===== src/rtl/wb_write_arbiter_pkg.sv =====
// Shared types and helpers for the write-back arbiter.
package wb_write_arbiter_pkg;

  // Starvation tracker states for a refused long-latency result.
  typedef enum logic [1:0] {
    WB_IDLE  = 2'd0,
    WB_WAIT  = 2'd1,
    WB_DRAIN = 2'd2
  } wb_state_e;

  // Width of a counter that can hold 0..max_val.
  function automatic int cnt_width(input int max_val);
    return (max_val < 1) ? 1 : $clog2(max_val + 1);
  endfunction

endpackage


===== src/rtl/wb_write_arbiter_starve_ctr.sv =====
// Saturating starvation counter and 3-state FSM; requests a pipeline stall
// once a valid long-latency result has been refused STARVE_MAX times.
module wb_starve_ctr
  import wb_write_arbiter_pkg::*;
#(
  parameter int STARVE_MAX = 4
) (
  input  logic      clk,
  input  logic      rst,
  input  logic      refuse,
  input  logic      accept,
  input  logic      valid,
  output logic      stallreq,
  output wb_state_e state
);

  localparam int CNT_W = cnt_width(STARVE_MAX);
  localparam logic [CNT_W-1:0] CNT_ONE = CNT_W'(1);
  localparam logic [CNT_W-1:0] CNT_MAX = CNT_W'(STARVE_MAX);

  logic [CNT_W-1:0] cnt;

  // FSM with registered stall request; neither refuse nor accept (flush) holds everything.
  // NOTE: sequential state uses non-blocking assignments so every flop samples pre-edge values.
  always_ff @(posedge clk or posedge rst) begin
    if (rst) begin
      state    <= WB_IDLE;
      cnt      <= '0;
      stallreq <= 1'b0;
    end else begin
      case (state)
        WB_IDLE: begin
          if (refuse) begin
            cnt <= CNT_ONE;
            if (CNT_ONE >= CNT_MAX) begin
              state    <= WB_DRAIN;
              stallreq <= 1'b1;
            end else begin
              state <= WB_WAIT;
            end
          end
        end
        WB_WAIT: begin
          if (accept || !valid) begin
            state <= WB_IDLE;
            cnt   <= '0;
          end else if (refuse) begin
            cnt <= cnt + CNT_ONE;
            if (cnt >= CNT_MAX - CNT_ONE) begin
              state    <= WB_DRAIN;
              stallreq <= 1'b1;
            end
          end
        end
        WB_DRAIN: begin
          // Counter is already saturated here; further refusals leave it at STARVE_MAX.
          if (accept || !valid) begin
            state    <= WB_IDLE;
            cnt      <= '0;
            stallreq <= 1'b0;
          end
        end
        default: begin
          state    <= WB_IDLE;
          cnt      <= '0;
          stallreq <= 1'b0;
        end
      endcase
    end
  end

endmodule


===== src/rtl/wb_write_arbiter.sv =====
// Write-back stage register: merges the in-order MEM result and a
// long-latency handshake result onto the single regfile write port.
module wb_write_arbiter
  import wb_write_arbiter_pkg::*;
#(
  parameter int DATA_W     = 32,
  parameter int ADDR_W     = 5,
  parameter int STARVE_MAX = 4
) (
  input  logic              clk,
  input  logic              rst,
  input  logic              stall_i,
  input  logic              flush_i,
  input  logic              mem_we,
  input  logic [ADDR_W-1:0] mem_waddr,
  input  logic [DATA_W-1:0] mem_wdata,
  input  logic              lu_valid,
  input  logic [ADDR_W-1:0] lu_waddr,
  input  logic [DATA_W-1:0] lu_wdata,
  output logic              lu_ready,
  output logic              wb_we,
  output logic [ADDR_W-1:0] wb_waddr,
  output logic [DATA_W-1:0] wb_wdata,
  output logic              stallreq
);

  logic              mem_live;
  logic              lu_refuse;
  logic              lu_accept;
  logic              nxt_we;
  logic [ADDR_W-1:0] nxt_waddr;
  logic [DATA_W-1:0] nxt_wdata;
  wb_state_e         starve_state;

  // $0 writes, stalled and flushed slots never compete for the port.
  assign mem_live = mem_we && (mem_waddr != '0) && !stall_i && !flush_i;

  // Arbitration: flush, then MEM (stale LU on same address is retired), then LU fills the bubble.
  // NOTE: every output gets a default first so no path through the block infers a latch.
  always_comb begin
    nxt_we    = 1'b0;
    nxt_waddr = '0;
    nxt_wdata = '0;
    lu_ready  = 1'b0;
    lu_refuse = 1'b0;
    lu_accept = 1'b0;
    if (rst || flush_i) begin
      // slot discarded, LU waits, counter holds
    end else if (mem_live) begin
      nxt_we    = 1'b1;
      nxt_waddr = mem_waddr;
      nxt_wdata = mem_wdata;
      if (lu_valid) begin
        if (lu_waddr == mem_waddr) begin
          lu_ready  = 1'b1;
          lu_accept = 1'b1;
        end else begin
          lu_refuse = 1'b1;
        end
      end
    end else if (lu_valid) begin
      lu_ready  = 1'b1;
      lu_accept = 1'b1;
      if (lu_waddr != '0) begin
        nxt_we    = 1'b1;
        nxt_waddr = lu_waddr;
        nxt_wdata = lu_wdata;
      end
    end
  end

  // Registered regfile write port.
  always_ff @(posedge clk or posedge rst) begin
    if (rst) begin
      wb_we    <= 1'b0;
      wb_waddr <= '0;
      wb_wdata <= '0;
    end else begin
      wb_we    <= nxt_we;
      wb_waddr <= nxt_waddr;
      wb_wdata <= nxt_wdata;
    end
  end

  wb_starve_ctr #(
    .STARVE_MAX(STARVE_MAX)
  ) u_ctr (
    .clk     (clk),
    .rst     (rst),
    .refuse  (lu_refuse),
    .accept  (lu_accept),
    .valid   (lu_valid),
    .stallreq(stallreq),
    .state   (starve_state)
  );

  // Stall request is asserted exactly while the tracker sits in DRAIN.
  assert property (@(posedge clk) disable iff (rst) stallreq == (starve_state == WB_DRAIN));

endmodule


===== config.mk =====
export PLATFORM = sky130hd
export DESIGN_NAME = wb_write_arbiter
export DESIGN_NICKNAME = d
export VERILOG_FILES = /design/src/rtl/wb_write_arbiter_pkg.sv /design/src/rtl/wb_write_arbiter_starve_ctr.sv /design/src/rtl/wb_write_arbiter.sv
export SDC_FILE = /design/constraint.sdc
export NUM_CORES = 1
export LEC_CHECK = 0
export ABC_AREA = 1
export CORE_AREA = 2 2 77 79
export CTS_BUF_LIST = sky130_fd_sc_hd__clkbuf_2 sky130_fd_sc_hd__clkbuf_4 sky130_fd_sc_hd__clkbuf_8
export DETAILED_ROUTE_END_ITERATION = 16
export DIE_AREA = 0 0 79 81
export PLACE_DENSITY_LB_ADDON = 0.2
export SLEW_MARGIN = 20
export SYNTH_ARGS = -nofsm -noshare
export SYNTH_HDL_FRONTEND = slang
export SYNTH_SLANG_ARGS = --single-unit

===== constraint.sdc =====
create_clock -name clk -period 3.4 [get_ports clk]
set_input_delay 0.51 -clock clk [delete_from_list [all_inputs] [get_ports clk]]
set_output_delay 0.51 -clock clk [all_outputs]
set_load 0.02 [all_outputs]

==> summary.md, run 1 <==
| Metric | Value |
|---|---|
| Share of the synthesized area in the top cell type | `51.2%` |
| Worst-margin pin slew | `922 ps` |
| Final Wtd Congestion | `0.818` |
| Slew headroom | `38.5%` |
| Leakage power | `1.64 nW` |
| Synthesized area per cell | `8.57 um^2` |
| Largest net degree at the start of global routing | `45` |
| Worst EP arrival | `2260 ps` |
| Initial Util | `37.9%` |
| First-pass GRT wire length | `9310 um` |
| Clock buffer count from CTS | `5` |
| Die X | `79 um` |
| Fmax | `361 MHz` |
| Outcome | `finished clean` |
| Ant diodes | `0` |
| Hold crit path type | `flip-flop to flip-flop` |
| Initial antenna violation count | `0` |
| TritonCTS sink count | `44` |
| CP required | `2890 ps` |
| Distinct cells, synth | `26` |
| Area contributors post-synth | `dfrtp_1 51%, nor2_1 13%, nor3_2 7.0%` |
| DR WL/cell | `13.2 um` |
| Post-route DRC | `0` |
| Layout cells sized above 1 | `10.3%` |
| Cts hold-fix bufs | `0` |
| Setup violators final | `0` |
| 1st-pass router iterations | `4` |
| 1st-iter DRT viols | `71` |
| Setup ws final | `629 ps` |
| Sequential share of the synthesized area | `51.2%` |
| Min Tclk post-route | `2770 ps` |
| Post-DP HPWL | `4170 um` |
| Power density over the cells | `412 nW/um^2` |
| Max VDD drop | `0.293 mV` |
| Fin. Hold Viols | `0` |
| Fin Clk Skew | `1.74 ps` |
| Fin crit share | `81.5%` |
| Post-synthesis async set-or-reset flop share | `100%` |
| Yosys warnings | `0` |
| Critical Path Fanout Max | `9` |
| Final Core Density | `62.5%` |
| Area Overhead vs Synth | `64.8%` |
| Grt ovf | `0` |
| Via density per instance | `4.63` |
| Routed Antenna Nets | `0` |
| Max Cap Viol | `0` |
| Synthesized Nets | `333` |
| Routed vias | `2055` |
| Synth Flop Type | `dfrtp_1` |
| Mapped Area | `2150 um^2` |
| I/O Pins | `120` |
| CTS tree | `yes` |
| Worst-path clk slew | `80 ps` |
| Setup bufs post-CTS | `0` |
| Post-cts resize count | `0` |
| H-tree Lvls | `2` |
| Root Buffer | `clkbuf_8` |
| Core Area | `5680 um^2` |
| Total power | `1.46 mW` |
| Global-route usage over all layers | `18.6%` |
| Worst-skew pair later-pin latency | `290 ps` |
| I/O Buffers | `119` |
| Startpoint types | `primary input` |
| Synth area leader | `dfrtp_1` |
| CTS max path bufs | `2` |
| Critical path type | `primary input to output pin` |
| Register bit total from synthesis | `44` |
| Vias in the first global route | `1985` |
| Die Area | `6400 um^2` |
| Pre-CTS setup slack | `642 ps` |
| Setup_tns | `0 ps` |
| Cell count after synthesis | `251` |
| RSZ-0062 raised after global routing | `false` |
| DRT Wirelength | `5850 um` |
| Final #Nets | `450` |
| Die height | `81 um` |
| Number of synthesized flops with an enable pin | `0` |
| Site row count | `28` |
| Setup crit end kind | `output pin` |
| Max-slew violation count | `0` |
==> path summary, 6_finish.rpt <==
path	cells after the start	end	start	slack [ps]
min in group asynchronous	2	wb_wdata[19]	rst	770
max in group asynchronous	2	wb_wdata[14]	rst	2060
hold / removal	1	u_ctr.stallreq	u_ctr.stallreq	500
hold reg to reg	1	u_ctr.stallreq	u_ctr.stallreq	500
setup / recovery	6	lu_ready	lu_valid	630
setup reg to reg	8	u_ctr.state[0]	u_ctr.cnt[0]	1920
==> cells in the mapped netlist (3+ instances only) <==
library cell / count
nand4_1: 4
dfrtp_1: 44
nor2_1: 75
nand2_4: 4
nand2_2: 3
nand3_1: 12
nor3_2: 15
buf_2: 9
nand2_1: 27
inv_1: 21
a22oi_1: 3
nor3_1: 17
==> logic make-up after synthesis <==
group | share of synthesized area, %
buffers and inverters | 6.98
AO/OA/AOI/OAI | 3.20
AND/OR/NAND/NOR | 37.1
XOR/XNOR | 0.407
flip-flops | 51.2
adder cells (fa/ha/maj) | 1.16
==> sequential cells by signal, indices dropped and copies added, names as in the netlist <==
signal,flops
u_ctr.cnt,3
u_ctr.state,2
wb_we,1
wb_wdata,32
u_ctr.stallreq,1
wb_waddr,5
==> cell type report <==
class | count | area [um^2]
clock buffers | 5 | 68.8
clock inverters | 3 | 90.1
fillers | 493 | 2130
inverters | 23 | 86.3
multi-input cells | 173 | 901
flip-flops and latches | 44 | 1100
well taps | 75 | 93.8
repair buffers | 121 | 1210
==> where the power goes <==
group          internal (mW)  switching (mW)
combinational          0.168           0.171
clock                  0.367           0.177
sequential             0.557          0.0218
total                   1.09           0.369
==> stage by stage <==
stage	area (um^2)	std cells	hold slack, ps
4_1_cts	3550	444	514
3_5_place_dp	3390	436	490
3_3_place_gp	3390	436	481
6_report	3550	444	505
5_1_grt	3550	444	537
2_1_floorplan	2150	251	476
==> worst max-delay path: stages <==
cell	delay [ps]
clkdlybuf4s50_1	680
inv_1	130
nor2_4	190
nand2_4	100
inv_1	60
clkdlybuf4s50_1	590
==> layout by cell type, fill, tap and decap left out <==
| master | synthesis | final |
|---|---|---|
| dfrtp_1 | 44 | 44 |
| inv_2 | 2 | 3 |
| nor2_4 | 1 | 1 |
| o31ai_1 | 1 | 1 |
| clkdlybuf4s50_1 | 0 | 119 |
| bufinv_16 | 0 | 3 |
| nand3b_1 | 1 | 1 |
| nand2_1 | 27 | 27 |
| a21oi_2 | 1 | 1 |
| a21oi_1 | 2 | 2 |
| nand4_1 | 4 | 4 |
| nor3_2 | 15 | 15 |
| a22oi_1 | 3 | 3 |
| buf_4 | 1 | 2 |
| nand2_4 | 4 | 4 |
| xnor2_1 | 1 | 1 |
| nor2_1 | 75 | 75 |
| nand3_1 | 12 | 12 |
| nor3b_2 | 1 | 1 |
| inv_1 | 21 | 20 |
| ha_1 | 2 | 2 |
| nor3_1 | 17 | 17 |
| clkbuf_8 | 0 | 5 |
| a211oi_1 | 1 | 1 |
| o21a_1 | 1 | 1 |
| o21ai_1 | 1 | 1 |
| nand2_2 | 3 | 3 |
==> layer usage <==
metal  GRT usage [%]  wire length, um  vias to the layer above
met5               0                0                        -
met4            6.38              111                        0
met3            4.22              399                       10
met2            32.8             2900                       76
met1            22.6             2430                      941
li1                -                -                     1028
Power figures use the tool's default switching activity.
==> inputs of run 2 (changes only) <==
--- a/config.mk
+++ b/config.mk
@@ -6,10 +6,10 @@
 export NUM_CORES = 1
 export LEC_CHECK = 0
 export ABC_AREA = 1
-export CORE_AREA = 2 2 77 79
+export CORE_AREA = 2 2 81 83
 export CTS_BUF_LIST = sky130_fd_sc_hd__clkbuf_2 sky130_fd_sc_hd__clkbuf_4 sky130_fd_sc_hd__clkbuf_8
 export DETAILED_ROUTE_END_ITERATION = 16
-export DIE_AREA = 0 0 79 81
+export DIE_AREA = 0 0 83 85
 export PLACE_DENSITY_LB_ADDON = 0.2
 export SLEW_MARGIN = 20
 export SYNTH_ARGS = -nofsm -noshare
==> constraint.sdc (replaced) <==
create_clock -name clk -period 2.26 [get_ports clk]
set_input_delay 0.339 -clock clk [delete_from_list [all_inputs] [get_ports clk]]
set_output_delay 0.339 -clock clk [all_outputs]
set_load 0.02 [all_outputs]
==> summary.md, run 2 (synthesis gave the netlist of run 1 again) <==
| Metric | Value |
|---|---|
| Fin. Hold Viols | `0 (unchanged)` |
| Clock power share | `29.6% (-7.6 points)` |
| Fmax | `486 MHz` |
| Routed Antenna Nets | `0 (unchanged)` |
| Max VDD drop | `0.270 mV (-7.8%)` |
| Worst EP arrival | `1720 ps (-540 ps)` |
| CP max stage delay | `500 ps (-180 ps)` |
| Reg power frac | `43.5% (+3.9 points)` |
| Net Sw Power | `0.549 mW (+49%)` |
| Core Area | `6200 um^2 (+9.3%)` |
| Crit path max-delay cell type | `clkdlybuf4s50_1` |
| Multi-input logic area | `901 um^2 (unchanged)` |
| Top Registers | `wb_wdata: 32 flops, wb_waddr: 5 flops, u_ctr.cnt: 3 flops` |
| Fin Clk Skew | `1.03 ps (-0.717 ps)` |
| Routed vias | `2129 (+3.6%)` |
| Total power | `2.00 mW (+37%)` |
| Max Cap Viol | `0 (unchanged)` |
| Clock buffer count from CTS | `5 (unchanged)` |
| I/O Buffers | `119 (unchanged)` |
| Worst-margin pin slew | `537 ps (-385 ps)` |
| Slew headroom | `64.2% (+26 points)` |
| CTS tree | `yes` |
| 1st-iter DRT viols | `53 (-25%)` |
| Startpoint types | `primary input` |
| Comb pwr share | `26.8% (+3.6 points)` |
| Buffers & Inverters on Critical Path | `4 (unchanged)` |
| 1st-pass router iterations | `4 (unchanged)` |
| Number of flip-flops in the largest register | `32 (unchanged)` |
| Die Area | `7060 um^2 (+10%)` |
| Fin crit share | `91.0%` |
| First-pass GRT wire length | `9990 um (+7.3%)` |
| Min Tclk post-route | `2060 ps` |
| DR WL/cell | `12.7 um (-3.8%)` |
| TritonCTS sink count | `44 (unchanged)` |
| Setup bufs post-CTS | `0 (unchanged)` |
| Critical path type | `primary input to output pin` |
| RSZ-0062 raised after global routing | `false` |
| CTS max path bufs | `2 (unchanged)` |
| CP required | `1920 ps (-970 ps)` |
| Initial Util | `34.7% (-3.2 points)` |
| Flip-flop and latch area | `1100 um^2 (unchanged)` |
| Setup violators final | `0 (unchanged)` |
| Setup_tns | `0 ps (unchanged)` |
| I/O Pins | `120 (unchanged)` |
| Reg2Reg Depth | `9 (+1)` |
| Grt ovf | `0 (unchanged)` |
| DRT Wirelength | `5880 um (+0.55%)` |
| Post-DP HPWL | `4490 um (+7.5%)` |
| Fin Hold WS | `441 ps (-63.5 ps)` |
| WP depth | `10 (+4)` |
| Post-Layout Cell Count | `464 (+4.5%)` |
| Sw Ratio | `27.4% (+2.2 points)` |
| Final #Nets | `468 (+4.0%)` |
| Die height | `85 um (+4.9%)` |
| Via density per instance | `4.59 (-0.86%)` |
| Critical-path cell list | `clkdlybuf4s50_1 > inv_1 > nand2_1 > nand2_1 > nor2_1 > nand3_1 > nand2_2 > nand2_4 > inv_1 > dlygate4sd2_1` |
| Critical Path Fanout Max | `3 (-6)` |
| Filler instances | `585 (+19%)` |
| Outcome | `finished clean` |
| Leakage power | `1.73 nW (+5.0%)` |
| Die X | `83 um (+5.1%)` |
| Hold crit path type | `primary input to asynchronous set/reset pin` |
| Power density over the cells | `547 nW/um^2 (+33%)` |
| Largest net degree at the start of global routing | `35 (-22%)` |
| Most common cell after layout, fill and taps aside | `clkdlybuf4s50_1` |
| Setup crit end kind | `output pin` |
| Area Overhead vs Synth | `70.1%` |
| P_int | `1.45 mW (+33%)` |
| H-tree Lvls | `2 (unchanged)` |
| Top reg by flops | `wb_wdata` |
| Vias in the first global route | `2053 (+3.4%)` |
| Site row count | `29 (+3.6%)` |
| Ant diodes | `0 (unchanged)` |
| Dpl cells | `456 (+4.6%)` |
| Delay-heaviest family, CP | `buffers and inverters` |
| Commonest cells after routing, fill and taps aside | `118 x clkdlybuf4s50_1, 75 x nor2_1, 44 x dfrtp_1` |
| Worst-skew pair later-pin latency | `290 ps (about the same)` |
| Global-route usage over all layers | `17.5% (-1.2 points)` |
| Root Buffer | `clkbuf_8` |
| Post-route DRC | `0 (unchanged)` |
| Max-slew violation count | `0 (unchanged)` |
| Initial antenna violation count | `0 (unchanged)` |
| Worst-path clk slew | `80 ps (about the same)` |
| Final Wtd Congestion | `0.798 (-2.5%)` |
| Layout cells sized above 1 | `14.5% (+4.2 points)` |
## run 2: changes by cell type in the layout (fill, tap and decap cells not counted), sizes merged
cell and delta:
buf +18, bufinv -2, clkbuf +1, clkdlybuf4s50 -1
clkinv +1, dlygate4sd2 +1
## run 2: worst paths after layout
kind                            slack, ps            from             end
worst max register to register        780    u_ctr.cnt[0]  u_ctr.stallreq
worst max-delay path                  200    mem_waddr[1]        lu_ready
max in group asynchronous            1310             rst    wb_wdata[19]
worst min-delay path                  440             rst    wb_wdata[17]
worst min register to register        500  u_ctr.stallreq  u_ctr.stallreq
min in group clk                      500  u_ctr.stallreq  u_ctr.stallreq
## run 2: cell type report
class,count,share of cell area (%)
Timing Repair Buffer,139,37.3
Sequential cell,44,30.1
Multi-Input combinational cell,173,24.6
Tap cell,77,2.63
Inverter,23,2.36
Clock buffer,6,2.08
Clock inverter,2,0.957
## run 2: power groups by stage
stage          registers [mW]  clock network [mW]  logic, mW
2_1_floorplan           0.914                   0      0.241
3_3_place_gp            0.886                   0      0.534
3_5_place_dp            0.888                   0      0.545
4_1_cts                 0.873               0.617      0.547
5_1_grt                 0.881               0.652      0.606
6_report                0.872               0.593      0.537
## run 2: what timing repair did
action / in CTS / in global routing
endpoints found under the setup margin: 1 / 0
hold endpoints to repair: 0 / 0
hold buffers: 0 / 0
resized for setup: 1 / 0
## run 2: through the flow
step | utilization, % | instance area, um^2 | setup WS, ps
after floorplan | - | 2150 | 890
after global placement | 57.2 | 3550 | -46.8
after detailed placement | 57.2 | 3550 | -81.6
after CTS | 59.0 | 3660 | 192
after global routing | 59.0 | 3660 | 44.8
final | 59.0 | 3660 | 202
## run 2: metal layers
layer / part of all wire [%] / vias up / GRT usage, %
li1: - / 1064 / -
met1: 46 / 983 / 22.6
met2: 47 / 76 / 29.9
met3: 5.4 / 6 / 4.28
met4: 0.90 / 0 / 4.02
met5: 0 / - / 0
==> inputs of run 3 (changes only) <==
--- a/config.mk
+++ b/config.mk
@@ -6,6 +6,7 @@
 export NUM_CORES = 1
 export LEC_CHECK = 0
 export ABC_AREA = 1
+export ABC_CLOCK_PERIOD_IN_PS = 2260
 export CORE_AREA = 2 2 81 83
 export CTS_BUF_LIST = sky130_fd_sc_hd__clkbuf_2 sky130_fd_sc_hd__clkbuf_4 sky130_fd_sc_hd__clkbuf_8
 export DETAILED_ROUTE_END_ITERATION = 16
==> results of run 3 <==
Same layout as run 2: the final DEF is identical, and so are final timing and power.
